[src/rtl/rf_wb_arbiter.sv]
// Register-file write-port arbiter: ALU > round-robin(LSU, MDU) with a pending scoreboard.
// ALU 1-cycle, FIFO path >=2-cycle latency; LSU/MDU backpressured by FIFO-full only.

module rf_wb_fifo #(
   parameter int WIDTH = 37,
   parameter int DEPTH = 2
) (
   input  logic             clk,
   input  logic             reset,
   input  logic             push_vld,
   input  logic [WIDTH-1:0] push_dat,
   output logic             push_rdy,
   output logic             pop_vld,
   output logic [WIDTH-1:0] pop_dat,
   input  logic             pop_rdy
);
   localparam int AW = $clog2(DEPTH);
   localparam int CW = AW + 1;
   localparam logic [CW-1:0] FULL_CNT = CW'(DEPTH);

   logic [WIDTH-1:0] mem_q [DEPTH];
   logic [AW-1:0]    wr_ptr_q, wr_ptr_d;
   logic [AW-1:0]    rd_ptr_q, rd_ptr_d;
   logic [CW-1:0]    cnt_q, cnt_d;
   logic             push, pop;

   // Ready is a function of the registered count only, so a full FIFO
   // cannot take a push in the cycle it pops.
   assign push_rdy = (cnt_q != FULL_CNT);
   assign pop_vld  = (cnt_q != '0);
   assign pop_dat  = mem_q[rd_ptr_q];
   assign push     = push_vld && push_rdy;
   assign pop      = pop_rdy && pop_vld;

   always_comb begin
      wr_ptr_d = wr_ptr_q;
      rd_ptr_d = rd_ptr_q;
      cnt_d    = cnt_q;
      if (push) begin
         wr_ptr_d = wr_ptr_q + AW'(1);
      end
      if (pop) begin
         rd_ptr_d = rd_ptr_q + AW'(1);
      end
      case ({push, pop})
         2'b10:   cnt_d = cnt_q + CW'(1);
         2'b01:   cnt_d = cnt_q - CW'(1);
         default: cnt_d = cnt_q;
      endcase
   end

   always_ff @(posedge clk) begin
      if (reset) begin
         wr_ptr_q <= '0;
         rd_ptr_q <= '0;
         cnt_q    <= '0;
      end else begin
         wr_ptr_q <= wr_ptr_d;
         rd_ptr_q <= rd_ptr_d;
         cnt_q    <= cnt_d;
      end
   end

   always_ff @(posedge clk) begin
      if (push) begin
         mem_q[wr_ptr_q] <= push_dat;
      end
   end
endmodule

module rf_wb_arbiter #(
   parameter int XLEN       = 32,
   parameter int FIFO_DEPTH = 2
) (
   input  logic            clk,
   input  logic            reset,
   input  logic            alu_valid,
   input  logic [4:0]      alu_rd,
   input  logic [XLEN-1:0] alu_data,
   input  logic            lsu_valid,
   output logic            lsu_ready,
   input  logic [4:0]      lsu_rd,
   input  logic [XLEN-1:0] lsu_data,
   input  logic            mdu_valid,
   output logic            mdu_ready,
   input  logic [4:0]      mdu_rd,
   input  logic [XLEN-1:0] mdu_data,
   input  logic            sb_set,
   input  logic [4:0]      sb_set_rd,
   input  logic [4:0]      sb_raddr1,
   input  logic [4:0]      sb_raddr2,
   output logic            sb_busy1,
   output logic            sb_busy2,
   output logic            rf_wen,
   output logic [4:0]      rf_waddr,
   output logic [XLEN-1:0] rf_wdata
);
   localparam int EW = XLEN + 5;

   typedef enum logic {
      RR_LSU = 1'b0,
      RR_MDU = 1'b1
   } rr_e;

   rr_e             rr_q, rr_d;
   logic [31:0]     pending_q, pending_d;
   logic            rf_wen_q, rf_wen_d;
   logic [4:0]      rf_waddr_q, rf_waddr_d;
   logic [XLEN-1:0] rf_wdata_q, rf_wdata_d;

   logic            lsu_nempty, mdu_nempty;
   logic [EW-1:0]   lsu_head, mdu_head;
   logic            alu_win, lsu_gnt, mdu_gnt;
   logic [4:0]      fifo_rd;
   logic [XLEN-1:0] fifo_data;

   // rd=0 results are handshaked normally but never enter the FIFO.
   rf_wb_fifo #(.WIDTH(EW), .DEPTH(FIFO_DEPTH)) u_lsu_fifo (
      .clk      (clk),
      .reset    (reset),
      .push_vld (lsu_valid && (lsu_rd != 5'd0)),
      .push_dat ({lsu_rd, lsu_data}),
      .push_rdy (lsu_ready),
      .pop_vld  (lsu_nempty),
      .pop_dat  (lsu_head),
      .pop_rdy  (lsu_gnt)
   );

   rf_wb_fifo #(.WIDTH(EW), .DEPTH(FIFO_DEPTH)) u_mdu_fifo (
      .clk      (clk),
      .reset    (reset),
      .push_vld (mdu_valid && (mdu_rd != 5'd0)),
      .push_dat ({mdu_rd, mdu_data}),
      .push_rdy (mdu_ready),
      .pop_vld  (mdu_nempty),
      .pop_dat  (mdu_head),
      .pop_rdy  (mdu_gnt)
   );

   always_comb begin
      alu_win = alu_valid && (alu_rd != 5'd0);
      lsu_gnt = 1'b0;
      mdu_gnt = 1'b0;
      if (!alu_win) begin
         if (lsu_nempty && ((rr_q == RR_LSU) || !mdu_nempty)) begin
            lsu_gnt = 1'b1;
         end else if (mdu_nempty) begin
            mdu_gnt = 1'b1;
         end
      end
   end

   assign fifo_rd   = lsu_gnt ? lsu_head[EW-1 -: 5] : mdu_head[EW-1 -: 5];
   assign fifo_data = lsu_gnt ? lsu_head[XLEN-1:0] : mdu_head[XLEN-1:0];

   always_comb begin
      rr_d       = rr_q;
      pending_d  = pending_q;
      rf_wen_d   = 1'b0;
      rf_waddr_d = rf_waddr_q;
      rf_wdata_d = rf_wdata_q;

      if (alu_win) begin
         rf_wen_d   = 1'b1;
         rf_waddr_d = alu_rd;
         rf_wdata_d = alu_data;
      end else if (lsu_gnt || mdu_gnt) begin
         rf_wen_d           = 1'b1;
         rf_waddr_d         = fifo_rd;
         rf_wdata_d         = fifo_data;
         pending_d[fifo_rd] = 1'b0;
         rr_d               = lsu_gnt ? RR_MDU : RR_LSU;
      end

      // Applied after the clear so a same-edge set on the same rd wins.
      if (sb_set && (sb_set_rd != 5'd0)) begin
         pending_d[sb_set_rd] = 1'b1;
      end
   end

   always_ff @(posedge clk) begin
      if (reset) begin
         rr_q       <= RR_LSU;
         pending_q  <= '0;
         rf_wen_q   <= 1'b0;
         rf_waddr_q <= '0;
         rf_wdata_q <= '0;
      end else begin
         rr_q       <= rr_d;
         pending_q  <= pending_d;
         rf_wen_q   <= rf_wen_d;
         rf_waddr_q <= rf_waddr_d;
         rf_wdata_q <= rf_wdata_d;
      end
   end

   // Bit 0 is never set, so queries of x0 always read not-busy.
   assign sb_busy1 = pending_q[sb_raddr1];
   assign sb_busy2 = pending_q[sb_raddr2];

   assign rf_wen   = rf_wen_q;
   assign rf_waddr = rf_waddr_q;
   assign rf_wdata = rf_wdata_q;
endmodule

[config.mk]
export PLATFORM = sky130hd
export DESIGN_NAME = rf_wb_arbiter
export DESIGN_NICKNAME = d
export VERILOG_FILES = /design/src/rtl/rf_wb_arbiter.sv
export SDC_FILE = /design/constraint.sdc
export NUM_CORES = 1
export LEC_CHECK = 0
export CAP_MARGIN = 10
export CORE_MARGIN = 2
export CORE_UTILIZATION = 25
export DETAILED_ROUTE_END_ITERATION = 7
export PLACE_DENSITY = 0.55
export REMOVE_ABC_BUFFERS = 1
export SLEW_MARGIN = 40
export SYNTH_ARGS = -nofsm -noshare
export SYNTH_HDL_FRONTEND = slang
export SYNTH_HIERARCHICAL = 1
export SYNTH_SLANG_ARGS = --single-unit
[constraint.sdc]
create_clock -name clk -period 3 [get_ports clk]
set_input_delay 0.45 -clock clk [delete_from_list [all_inputs] [get_ports clk]]
set_output_delay 0.45 -clock clk [all_outputs]
set_load 0.03 [all_outputs]
==> reports/results.tsv <==
stage	metric	value	unit
sta	final_hold_viol_count	0	
clock_tree	clk_latency	0.53	ns
power	clkPwrFrac	35.1	%
global_route	grt_pass1_wl	42000	um
drt	postRouteAntennaNets	0	
drt	drc	0	
place	post_dp_cell_area	0.0128	mm^2
power	irDropWorstVdd	0.404	mV
critical_path	cp_max_fo	8	
power	p_per_area	684	mW/mm^2
layout	final_common_cell	clkdlybuf4s50_1	
sta	setup_viol	0	
clock_tree	cts_max_level	1	
sta	rsz0062_at_grt	no	
layout	final_cell_mix	clkdlybuf4s50_1, edfxtp_1, mux2_2	
critical_path	critical_path_class	primary input to output port	
critical_path	startpoint_type	primary input	
logic_synthesis	async_flop_share	0	%
drt	wl	27600	um
clock_tree	hold_buffers	0	
logic_synthesis	yosysSeqAreaShare	58.1	%
global_route	antenna_found_initial	6	
power	combPwrFrac	23.8	%
layout	nNetsFinal	1088	
die	ios	174	
logic_synthesis	yosys.area.top_type	edfxtp_1	
logic_synthesis	ys_warn_count	6	
drt	dr_total_vias	6959	
layout	nFillCells	4044	
die	die_y	208	um
drt	wl_per_cell	18.3	um
global_route	grt_pass1_vias	7139	
power	p_leak	4.70	nW
clock_tree	cts_buffers	27	
global_route	grt_use_total	12.4	%
layout	n_antenna_cell	0	
sta	maxSlewHeadroom	52.7	%
logic_synthesis	syn_inst	776	
sta	min_period	2.83	ns
critical_path	crit_arrival	2.38	ns
drt	dr.first_iter.drc_count	273	
clock_tree	max-clock-path-buffers	3	
place	gp_congestion	0.824	
power	seqPwrFrac	41.1	%
power	p_switching	2.66	mW
global_route	grt_max_degree	40	
logic_synthesis	synth_cell_types	56	
layout	postLayoutCoreUtil	33.5	%
critical_path	required	2.55	ns
layout	final_cell_area	0.0137	mm^2
clock_tree	cts-root-buf	clkbuf_16	
layout	drive_gt1_share	22.7	%
layout	area_growth	31.5	%
clock_tree	clk_pin_slew	0.06	ns
critical_path	critPathCaptureType	output port	
sta	whs	0.304	ns
logic_synthesis	synth.area.top_cells	edfxtp_1, dfxtp_1, mux2_2	
logic_synthesis	ys_ff_latch	229	
sta	fmax	0.353	GHz
sta	period_share	94.5	%
logic_synthesis	syn_avg_cell_area	13.5	um^2
place	dp_hpwl	18800	um
die	core	0.0410	mm^2
logic_synthesis	synthDominantCellAreaShare	42.6	%
logic_synthesis	synth-edff-count	148	
global_route	overflow	0	
sta	slew_viol_final	0	
die	die_x	208	um
min_path	hold_class	primary input to flop	
power	p_int	6.73	mW
logic_synthesis	synth_ff_type	edfxtp_1	
clock_tree	cts_tree	built	
place	placed_cells	1457	
place	port_buffers	173	
layout	fin_cells	1506	
clock_tree	clock_sinks	229	
power	switching_share	28.3	%
drt	via_per_inst	4.62	
sta	worst_slew_pin_slew	0.707	ns
die	die_area	0.0434	mm^2
run	drv_cap	0	
die	rows	74	
outcome	status	finished clean	
logic_synthesis	synth_area	0.0104	mm^2
drt	dr.pass1.iters	4	
die	initial_core_util	25.4	%
sta	skew	0.0141	ns
sta	fin_setup_tns	0	ns
## logic make-up after synthesis
kind of cell	synth area share, %
mux	20.6
fa+ha+maj	0.240
xor+xnor	0.503
compound gates	9.72
flops	58.1
simple gates	7.92
buf+inv	2.95
## power groups by stage
| stage | Clock (mW) | Combinational, mW | Sequential, mW |
|---|---|---|---|
| 2_1_floorplan | 0 | 1.07 | 4.15 |
| 3_3_place_gp | 0 | 2.24 | 3.92 |
| 3_5_place_dp | 0 | 2.27 | 3.92 |
| 4_1_cts | 3.42 | 2.27 | 3.86 |
| 5_1_grt | 3.53 | 2.40 | 3.89 |
| 6_report | 3.29 | 2.23 | 3.86 |
## metal layers
layer	share of wire, %	vias to the layer above	GRT usage, %	wire (um)
li1	-	3366	-	-
met1	44	3340	16.0	12200
met2	46	202	20.3	12700
met3	8.1	43	4.06	2220
met4	1.5	8	2.38	410
met5	0.17	-	0	47
## synthesized netlist by cell type, types with 7 or more instances
cell       count
a21oi_1       29
mux2_2       111
edfxtp_1     148
inv_1          9
o2bb2ai_1     30
a311oi_1      29
nor2_1        43
nand2b_1      12
buf_2         18
nand3b_1       7
nor3_1        22
a211oi_1       7
mux2i_1       49
mux2_4        12
dfxtp_1       81
mux4_2        10
nand2_1       37
nand3_1        9
clkbuf_1      22
## path summary, 6_finish.rpt
path | slack, ns | cells after the start | endpoint | startpoint
setup / recovery | 0.17 | 6 | sb_busy2 | sb_raddr2[1]
hold / removal | 0.30 | 2 | u_lsu_fifo/cnt_q[0] | reset
setup reg to reg | 0.76 | 8 | u_lsu_fifo/cnt_q[1] | u_mdu_fifo/cnt_q[0]
hold reg to reg | 0.46 | 1 | rf_wdata[0] | rf_wdata[0]
## flip-flops by register name (all words and copies together) (netlist names), 2 cells and up, named ones only
signal / flops
u_mdu_fifo/cnt_q: 2
u_lsu_fifo/cnt_q: 2
u_lsu_fifo/mem_q: 74
u_mdu_fifo/mem_q: 74
pending_q: 32
rf_waddr: 5
rf_wdata: 32
## critical path, cell delays in order
cell and delay, ns:
clkdlybuf4s50_1 0.55, buf_4 0.21, mux4_2 0.52, o211ai_1 0.18, nand4_1 0.10, dlygate4sd2_1 0.36
## per-stage QoR
| step | power (mW) | setup slack (ns) |
|---|---|---|
| 2_1_floorplan | 5.22 | -0.429 |
| 3_3_place_gp | 6.16 | -0.0703 |
| 3_5_place_dp | 6.19 | -0.0964 |
| 4_1_cts | 9.55 | 0.145 |
| 5_1_grt | 9.83 | 0.0754 |
| 6_report | 9.38 | 0.166 |
## area by class of cell
cell class | instances | area (um^2) | share of cell area, %
clock buffers | 34 | 732 | 5.33
clock inverters | 15 | 165 | 1.20
inverters | 9 | 33.8 | 0.246
multi-input cells | 486 | 4080 | 29.7
flip-flops and latches | 229 | 6070 | 44.2
well taps | 532 | 666 | 4.85
repair buffers | 201 | 1980 | 14.5
## repair_timing
| item | in CTS | in global routing |
|---|---|---|
| setup buffers | 0 | 0 |
| setup endpoints to repair | 2 | 0 |
| resized for setup | 2 | 0 |
(Power assumes the default switching activity.)
